$ cat config.mk
export PLATFORM = sky130hd
export DESIGN_NAME = wb_arbiter_flat
export DESIGN_NICKNAME = d
export VERILOG_FILES = /design/src/rtl/wb_arbiter_if.sv /design/src/rtl/wb_arbiter.sv /design/src/flat_wrapper.sv
export SDC_FILE = /design/constraint.sdc
export NUM_CORES = 1
export LEC_CHECK = 0
export BUFFER_PORTS_ARGS = -buffer_cell sky130_fd_sc_hd__buf_4
export CORE_MARGIN = 3
export CORE_UTILIZATION = 38
export CTS_CLUSTER_SIZE = 8
export DETAILED_ROUTE_END_ITERATION = 12
export PLACE_DENSITY_LB_ADDON = 0.1
export SYNTH_ARGS = -nofsm -noshare
export SYNTH_HDL_FRONTEND = slang
export SYNTH_SLANG_ARGS = --single-unit
$ cat constraint.sdc
create_clock -name clk -period 6.22 [get_ports clk]
set_input_delay 1.244 -clock clk [delete_from_list [all_inputs] [get_ports clk]]
set_output_delay 1.244 -clock clk [all_outputs]
set_load 0.02 [all_outputs]
$ cat src/rtl/wb_arbiter_if.sv
// Write-back bus between the in-order pipe, the long-latency unit and the register-file arbiter.
// The slave side is the arbiter; the master side is whatever drives the pipe/unit requests.
interface wb_arbiter_if;
    logic        pipe_wr;
    logic [4:0]  pipe_reg;
    logic [31:0] pipe_data;
    logic        unit_valid;
    logic [4:0]  unit_reg;
    logic [31:0] unit_data;
    logic        unit_ready;
    logic        regWrite;
    logic [4:0]  writeregister;
    logic [31:0] data;
    logic        pipe_stall;
    logic [31:0] pend_mask;
    logic        proto_err;

    modport slave (
        input  pipe_wr, pipe_reg, pipe_data, unit_valid, unit_reg, unit_data,
        output unit_ready, regWrite, writeregister, data, pipe_stall, pend_mask, proto_err
    );

    modport master (
        output pipe_wr, pipe_reg, pipe_data, unit_valid, unit_reg, unit_data,
        input  unit_ready, regWrite, writeregister, data, pipe_stall, pend_mask, proto_err
    );
endinterface

$ cat src/rtl/wb_arbiter.sv
// Register-file write-back arbiter: pipe writes land 1 cycle later, unit results >=2 cycles via FIFO.
// Backpressure: unit_ready drops while the FIFO is full; a starved FIFO head raises pipe_stall.
module wb_arbiter #(
    parameter int FIFO_DEPTH   = 4,
    parameter int STARVE_LIMIT = 8
) (
    input  logic        clk,
    input  logic        reset,
    wb_arbiter_if.slave bus
);
    localparam int PW = $clog2(FIFO_DEPTH);
    localparam int SW = $clog2(STARVE_LIMIT + 1);
    localparam logic [PW:0]   L_DEPTH = FIFO_DEPTH[PW:0];
    localparam logic [SW-1:0] L_LIMIT = STARVE_LIMIT[SW-1:0];

    logic [4:0]    r_mem_reg [FIFO_DEPTH];
    logic [31:0]   r_mem_dat [FIFO_DEPTH];
    logic [PW-1:0] r_wr_ptr;
    logic [PW-1:0] r_rd_ptr;
    logic [PW:0]   r_count;
    logic [SW-1:0] r_starve;
    logic          r_stall;
    logic          r_reg_write;
    logic [4:0]    r_wreg;
    logic [31:0]   r_wdat;
    logic          r_proto_err;

    logic          w_full;
    logic          w_empty;
    logic          w_accept;
    logic          w_push;
    logic          w_sel_pipe;
    logic          w_pop;
    logic [PW:0]   w_count_nxt;
    logic [PW-1:0] w_off;
    logic [31:0]   w_pend;

    // Ready and pop both come from registered occupancy, so nothing bypasses the FIFO.
    assign w_full      = (r_count == L_DEPTH);
    assign w_empty     = (r_count == '0);
    assign w_accept    = bus.unit_valid && !w_full;
    assign w_push      = w_accept && (bus.unit_reg != 5'd0);
    assign w_sel_pipe  = bus.pipe_wr && !r_stall;
    assign w_pop       = !w_sel_pipe && !w_empty;
    assign w_count_nxt = r_count + {{PW{1'b0}}, w_push} - {{PW{1'b0}}, w_pop};

    always_comb begin
        w_pend = '0;
        w_off  = '0;
        for (int i = 0; i < FIFO_DEPTH; i++) begin
            w_off = PW'(i) - r_rd_ptr;
            if ({1'b0, w_off} < r_count) begin
                w_pend[r_mem_reg[i]] = 1'b1;
            end
        end
    end

    always_ff @(posedge clk) begin
        if (w_push) begin
            r_mem_reg[r_wr_ptr] <= bus.unit_reg;
            r_mem_dat[r_wr_ptr] <= bus.unit_data;
        end
    end

    always_ff @(posedge clk) begin
        if (reset) begin
            r_wr_ptr    <= '0;
            r_rd_ptr    <= '0;
            r_count     <= '0;
            r_starve    <= '0;
            r_stall     <= 1'b0;
            r_reg_write <= 1'b0;
            r_wreg      <= '0;
            r_wdat      <= '0;
            r_proto_err <= 1'b0;
        end else begin
            if (w_push) r_wr_ptr <= r_wr_ptr + PW'(1);
            if (w_pop)  r_rd_ptr <= r_rd_ptr + PW'(1);
            r_count <= w_count_nxt;

            if (w_pop || w_empty) begin
                r_starve <= '0;
            end else if (r_starve != L_LIMIT) begin
                r_starve <= r_starve + SW'(1);
            end

            // Stall holds until the FIFO fully drains, even if the counter has cleared.
            if (w_count_nxt == '0) begin
                r_stall <= 1'b0;
            end else if (r_starve == L_LIMIT) begin
                r_stall <= 1'b1;
            end

            if (bus.pipe_wr && r_stall) r_proto_err <= 1'b1;

            r_reg_write <= 1'b0;
            if (w_sel_pipe) begin
                if (bus.pipe_reg != 5'd0) begin
                    r_reg_write <= 1'b1;
                    r_wreg      <= bus.pipe_reg;
                    r_wdat      <= bus.pipe_data;
                end
            end else if (w_pop) begin
                r_reg_write <= 1'b1;
                r_wreg      <= r_mem_reg[r_rd_ptr];
                r_wdat      <= r_mem_dat[r_rd_ptr];
            end
        end
    end

    assign bus.unit_ready    = !w_full;
    assign bus.regWrite      = r_reg_write;
    assign bus.writeregister = r_wreg;
    assign bus.data          = r_wdat;
    assign bus.pipe_stall    = r_stall;
    assign bus.pend_mask     = w_pend;
    assign bus.proto_err     = r_proto_err;
endmodule

$ cat src/flat_wrapper.sv
// flat-port wrapper written by rule: the top's interface ports become plain ports
module wb_arbiter_flat 
#(
    parameter int FIFO_DEPTH   = 4,
    parameter int STARVE_LIMIT = 8
)
  (clk, reset, bus_pipe_wr, bus_pipe_reg, bus_pipe_data, bus_unit_valid, bus_unit_reg, bus_unit_data, bus_unit_ready, bus_regWrite, bus_writeregister, bus_data, bus_pipe_stall, bus_pend_mask, bus_proto_err);
  wb_arbiter_if bus_i ();
  input  logic clk;
  input  logic reset;
  input wire logic [$bits(bus_i.pipe_wr)-1:0] bus_pipe_wr;
  input wire logic [$bits(bus_i.pipe_reg)-1:0] bus_pipe_reg;
  input wire logic [$bits(bus_i.pipe_data)-1:0] bus_pipe_data;
  input wire logic [$bits(bus_i.unit_valid)-1:0] bus_unit_valid;
  input wire logic [$bits(bus_i.unit_reg)-1:0] bus_unit_reg;
  input wire logic [$bits(bus_i.unit_data)-1:0] bus_unit_data;
  output wire logic [$bits(bus_i.unit_ready)-1:0] bus_unit_ready;
  output wire logic [$bits(bus_i.regWrite)-1:0] bus_regWrite;
  output wire logic [$bits(bus_i.writeregister)-1:0] bus_writeregister;
  output wire logic [$bits(bus_i.data)-1:0] bus_data;
  output wire logic [$bits(bus_i.pipe_stall)-1:0] bus_pipe_stall;
  output wire logic [$bits(bus_i.pend_mask)-1:0] bus_pend_mask;
  output wire logic [$bits(bus_i.proto_err)-1:0] bus_proto_err;
  assign bus_i.pipe_wr = bus_pipe_wr;
  assign bus_i.pipe_reg = bus_pipe_reg;
  assign bus_i.pipe_data = bus_pipe_data;
  assign bus_i.unit_valid = bus_unit_valid;
  assign bus_i.unit_reg = bus_unit_reg;
  assign bus_i.unit_data = bus_unit_data;
  assign bus_unit_ready = bus_i.unit_ready;
  assign bus_regWrite = bus_i.regWrite;
  assign bus_writeregister = bus_i.writeregister;
  assign bus_data = bus_i.data;
  assign bus_pipe_stall = bus_i.pipe_stall;
  assign bus_pend_mask = bus_i.pend_mask;
  assign bus_proto_err = bus_i.proto_err;
  wb_arbiter #(.FIFO_DEPTH(FIFO_DEPTH), .STARVE_LIMIT(STARVE_LIMIT)) u_core (.clk(clk), .reset(reset), .bus(bus_i));
endmodule
==> results.yml <==
setup_path:
  crit_path_start_kind: "flop"
  cpPeakStageDelay_ps: 700
  critical_path.slowest_cell: "a211oi_1"
  critPathLaunch: "u_core.r_rd_ptr[0]"
  r2r_slack_ps: 3140
  crit_type: "reg2out"
  timing.rr.start: "u_core.r_count[2]"
  maximum_fanout_count_along_the_critical_path: 8
  critPathRequiredTime_ps: 4980
  worst_path_buffer_plus_inverter_count: 1
  end_kind: "output port"
  crit_arrival_ps: 2880
  critical_path.cell_chain: "xnor2_1 > ha_1 > nor2b_1 > a211oi_1 > and2b_1 > a221o_1 > buf_4"
  critical_path_s_top_delay_family: "compound AO/OA/AOI/OAI gates"
logic_synthesis:
  ys_dominant_reg_cell: "edfxtp_1"
  synthesis.nets: 800
  post_synth.cell_area_avg_um2: 12.9
  postSynthRegisterBits: 201
  seq_area_frac_synth_pct: 60.4
  post_synth_main_area_contributors: "edfxtp_1, dfxtp_1, mux2_2"
  ys_async_sr_fraction_pct: 0
  synth-edff-count: 148
  yosysTopAreaCellShare_pct: 48.8
  syn_area_um2: 9110
  netlist.top_cell.by_area: "edfxtp_1"
  netlist_instances: 709
  ys.warnings.count: 0
  ys_types: 50
die:
  die_ar_um2: 25900
  die-width_um: 161
  die-height_um: 161
  start_util_pct: 38.7
  ioPinCount: 151
  fp-row-count: 56
  fp.coreArea_um2: 23500
clock_tree:
  post_cts_resize_count: 0
  buffers_from_clock_root_to_sink_at_most: 3
  cts.reportedPaths.clkPinSlew_ps: 50
  cts-buffers-inserted: 29
  cts.sink_count: 201
  cts_tree: "done"
  post_cts_setup_repair_bufs: 0
  clock_latency_ps: 520
  clock_tree.root_cell: "clkbuf_16"
  cts_hold_buffers: 0
  cts.htree.levels: 1
timing:
  clock.fmax_mhz: 242
  timing.final.crit_period_ps: 4130
  slew_at_the_pin_closest_to_its_max_slew_limit_ps: 1160
  report.final.hold_viol_count: 0
  setup_total_negative_slack_ps: 0
  clock-skew-final_ps: 9.12
  grt_setup_unrepaired: "no"
  period_share_pct: 66.3
  setup_viol_count_final: 0
  drv_slew: 0
  max-slew-margin-rel_pct: 22.7
drt:
  via_per_inst: 5.58
  antenna_violating_nets_post_route: 0
  route.detailed.wl_per_inst_um: 21.3
  drt_first_pass_iters: 5
  post-route-drc-count: 0
  route.final.wire_length_um: 25200
  vias: 6606
  drt_iter0_drc: 539
cells_and_area:
  layout_commonest_cell: "buf_4"
  multi_input_area_um2: 3350
  layout.cells.non_filler: 1184
  num-fill-cells: 2153
  layout.cells.most_common_list: "buf_4, edfxtp_1, nor2_1"
  layout.area.seq_um2: 5510
  largest_register_ffs: 128
  final_net_count: 933
  areaGrowthSynthToFinish_pct: 24.2
  final_layout_size_suffix_gt1_share_pct: 27.9
  diodes: 0
placed_design:
  gpl.final_weighted_congestion: 0.955
  hpwl_um: 16000
  dpl.cell_count: 1130
  io_buffers: 150
global_routing:
  via_count_of_the_first_global_routing_pass: 6923
  grt_pass1_wl_um: 39400
  global_route.usage.total_pct: 19.0
  grt_antenna_before_repair: 0
  pin_count_of_the_biggest_net_entering_global_routing: 76
  grt_overflow: 0
worst_hold_path:
  hold_path.class: "reg2reg"
  hold_path.startpoint: "u_core.bus.proto_err"
flow_run:
  maxCapViolCount: 0
pwr:
  vdd_ir_drop_max_mv: 0.240
  pwr_density_cell_nw_per_um2: 398
  power_leakage_nw: 4.00
outcome:
  status: "completed"
## logic make-up (layout without fill, tap and decap cells)
logic type | Yosys count | in the layout | synth area share [%]
muxes | 75 | 75 | 8.75
buffers and inverters | 67 | 223 | 3.06
adders and majority gates | 13 | 13 | 1.87
and+or+nand+nor | 189 | 189 | 11.1
AOI/OAI and AO/OA | 156 | 156 | 14.0
DFF | 201 | 201 | 60.4
xor gates and xnor gates | 8 | 8 | 0.769
## cells in the mapped netlist, drive strengths merged (2+ instances only)
master   count
edfxtp     148
nor2        58
dfxtp       53
nor3        45
a211oi      39
mux2i       38
a221oi      37
mux2        37
clkbuf      28
o22ai       24
buf         23
a221o       22
nor2b       17
inv         16
nand2b      13
ha          12
and2        10
nand2        9
o221ai       9
nand3b       7
xnor2        7
a22oi        5
nor3b        5
a21oi        4
o2111ai      4
o22a         4
or3          4
or3b         4
a211o        3
nand3        3
or4          3
a2111oi      2
and3         2
nor4b        2
or2          2
or4b         2
## area by class of cell
cell class | count | share of cell area, %
Multi-Input combinational cell | 441 | 29.6
Clock buffer | 53 | 7.48
Sequential cell | 201 | 48.7
Timing Repair Buffer | 153 | 10.1
Tap cell | 319 | 3.53
Inverter | 16 | 0.531
Clock inverter | 1 | 0.0774
## worst paths after layout
check	to	cells past startpoint
max	bus_pend_mask[22]	7
min	u_core.bus.proto_err	2
max reg2reg	u_core.bus.pipe_stall	11
min reg2reg	u_core.bus.proto_err	2
## per-layer routing
metal,vias to the layer above,global-route usage [%],wire (um)
li1,3076,-,-
met4,0,4.46,502
met1,3263,25.2,11100
met3,42,4.13,1630
met5,-,0,0
met2,225,32.2,12000
## worst reg2reg max path, stage by stage (launching register included)
cell	delay, ps
dfxtp_1	460
nor3_1	620
nor2_1	220
ha_1	340
inv_1	60
ha_1	130
inv_1	50
fa_1	370
xnor2_1	140
xnor2_1	150
nor3b_1	310
nor3_1	90
## power breakdown
part	switching [mW]	internal [mW]	total (mW)
sequential	0.182	1.66	1.84
clock	0.534	0.904	1.44
combinational	0.718	0.509	1.23
total	1.43	3.07	4.50
## metrics by stage
| stage | cell area [um2] | power [mW] | worst slack (ps) | utilization [%] | hold WS [ps] |
|---|---|---|---|---|---|
| floorplan | 9110 | 2.63 | 2800 | - | 462 |
| global placement | 10500 | 3.07 | 2680 | 44.4 | 454 |
| detailed placement | 10500 | 3.10 | 2620 | 44.4 | 490 |
| CTS | 11300 | 4.56 | 2050 | 48.1 | 502 |
| global route | 11300 | 4.75 | 1860 | 48.1 | 520 |
| finish | 11300 | 4.50 | 2090 | 48.1 | 492 |
(Power assumes the default switching activity.)
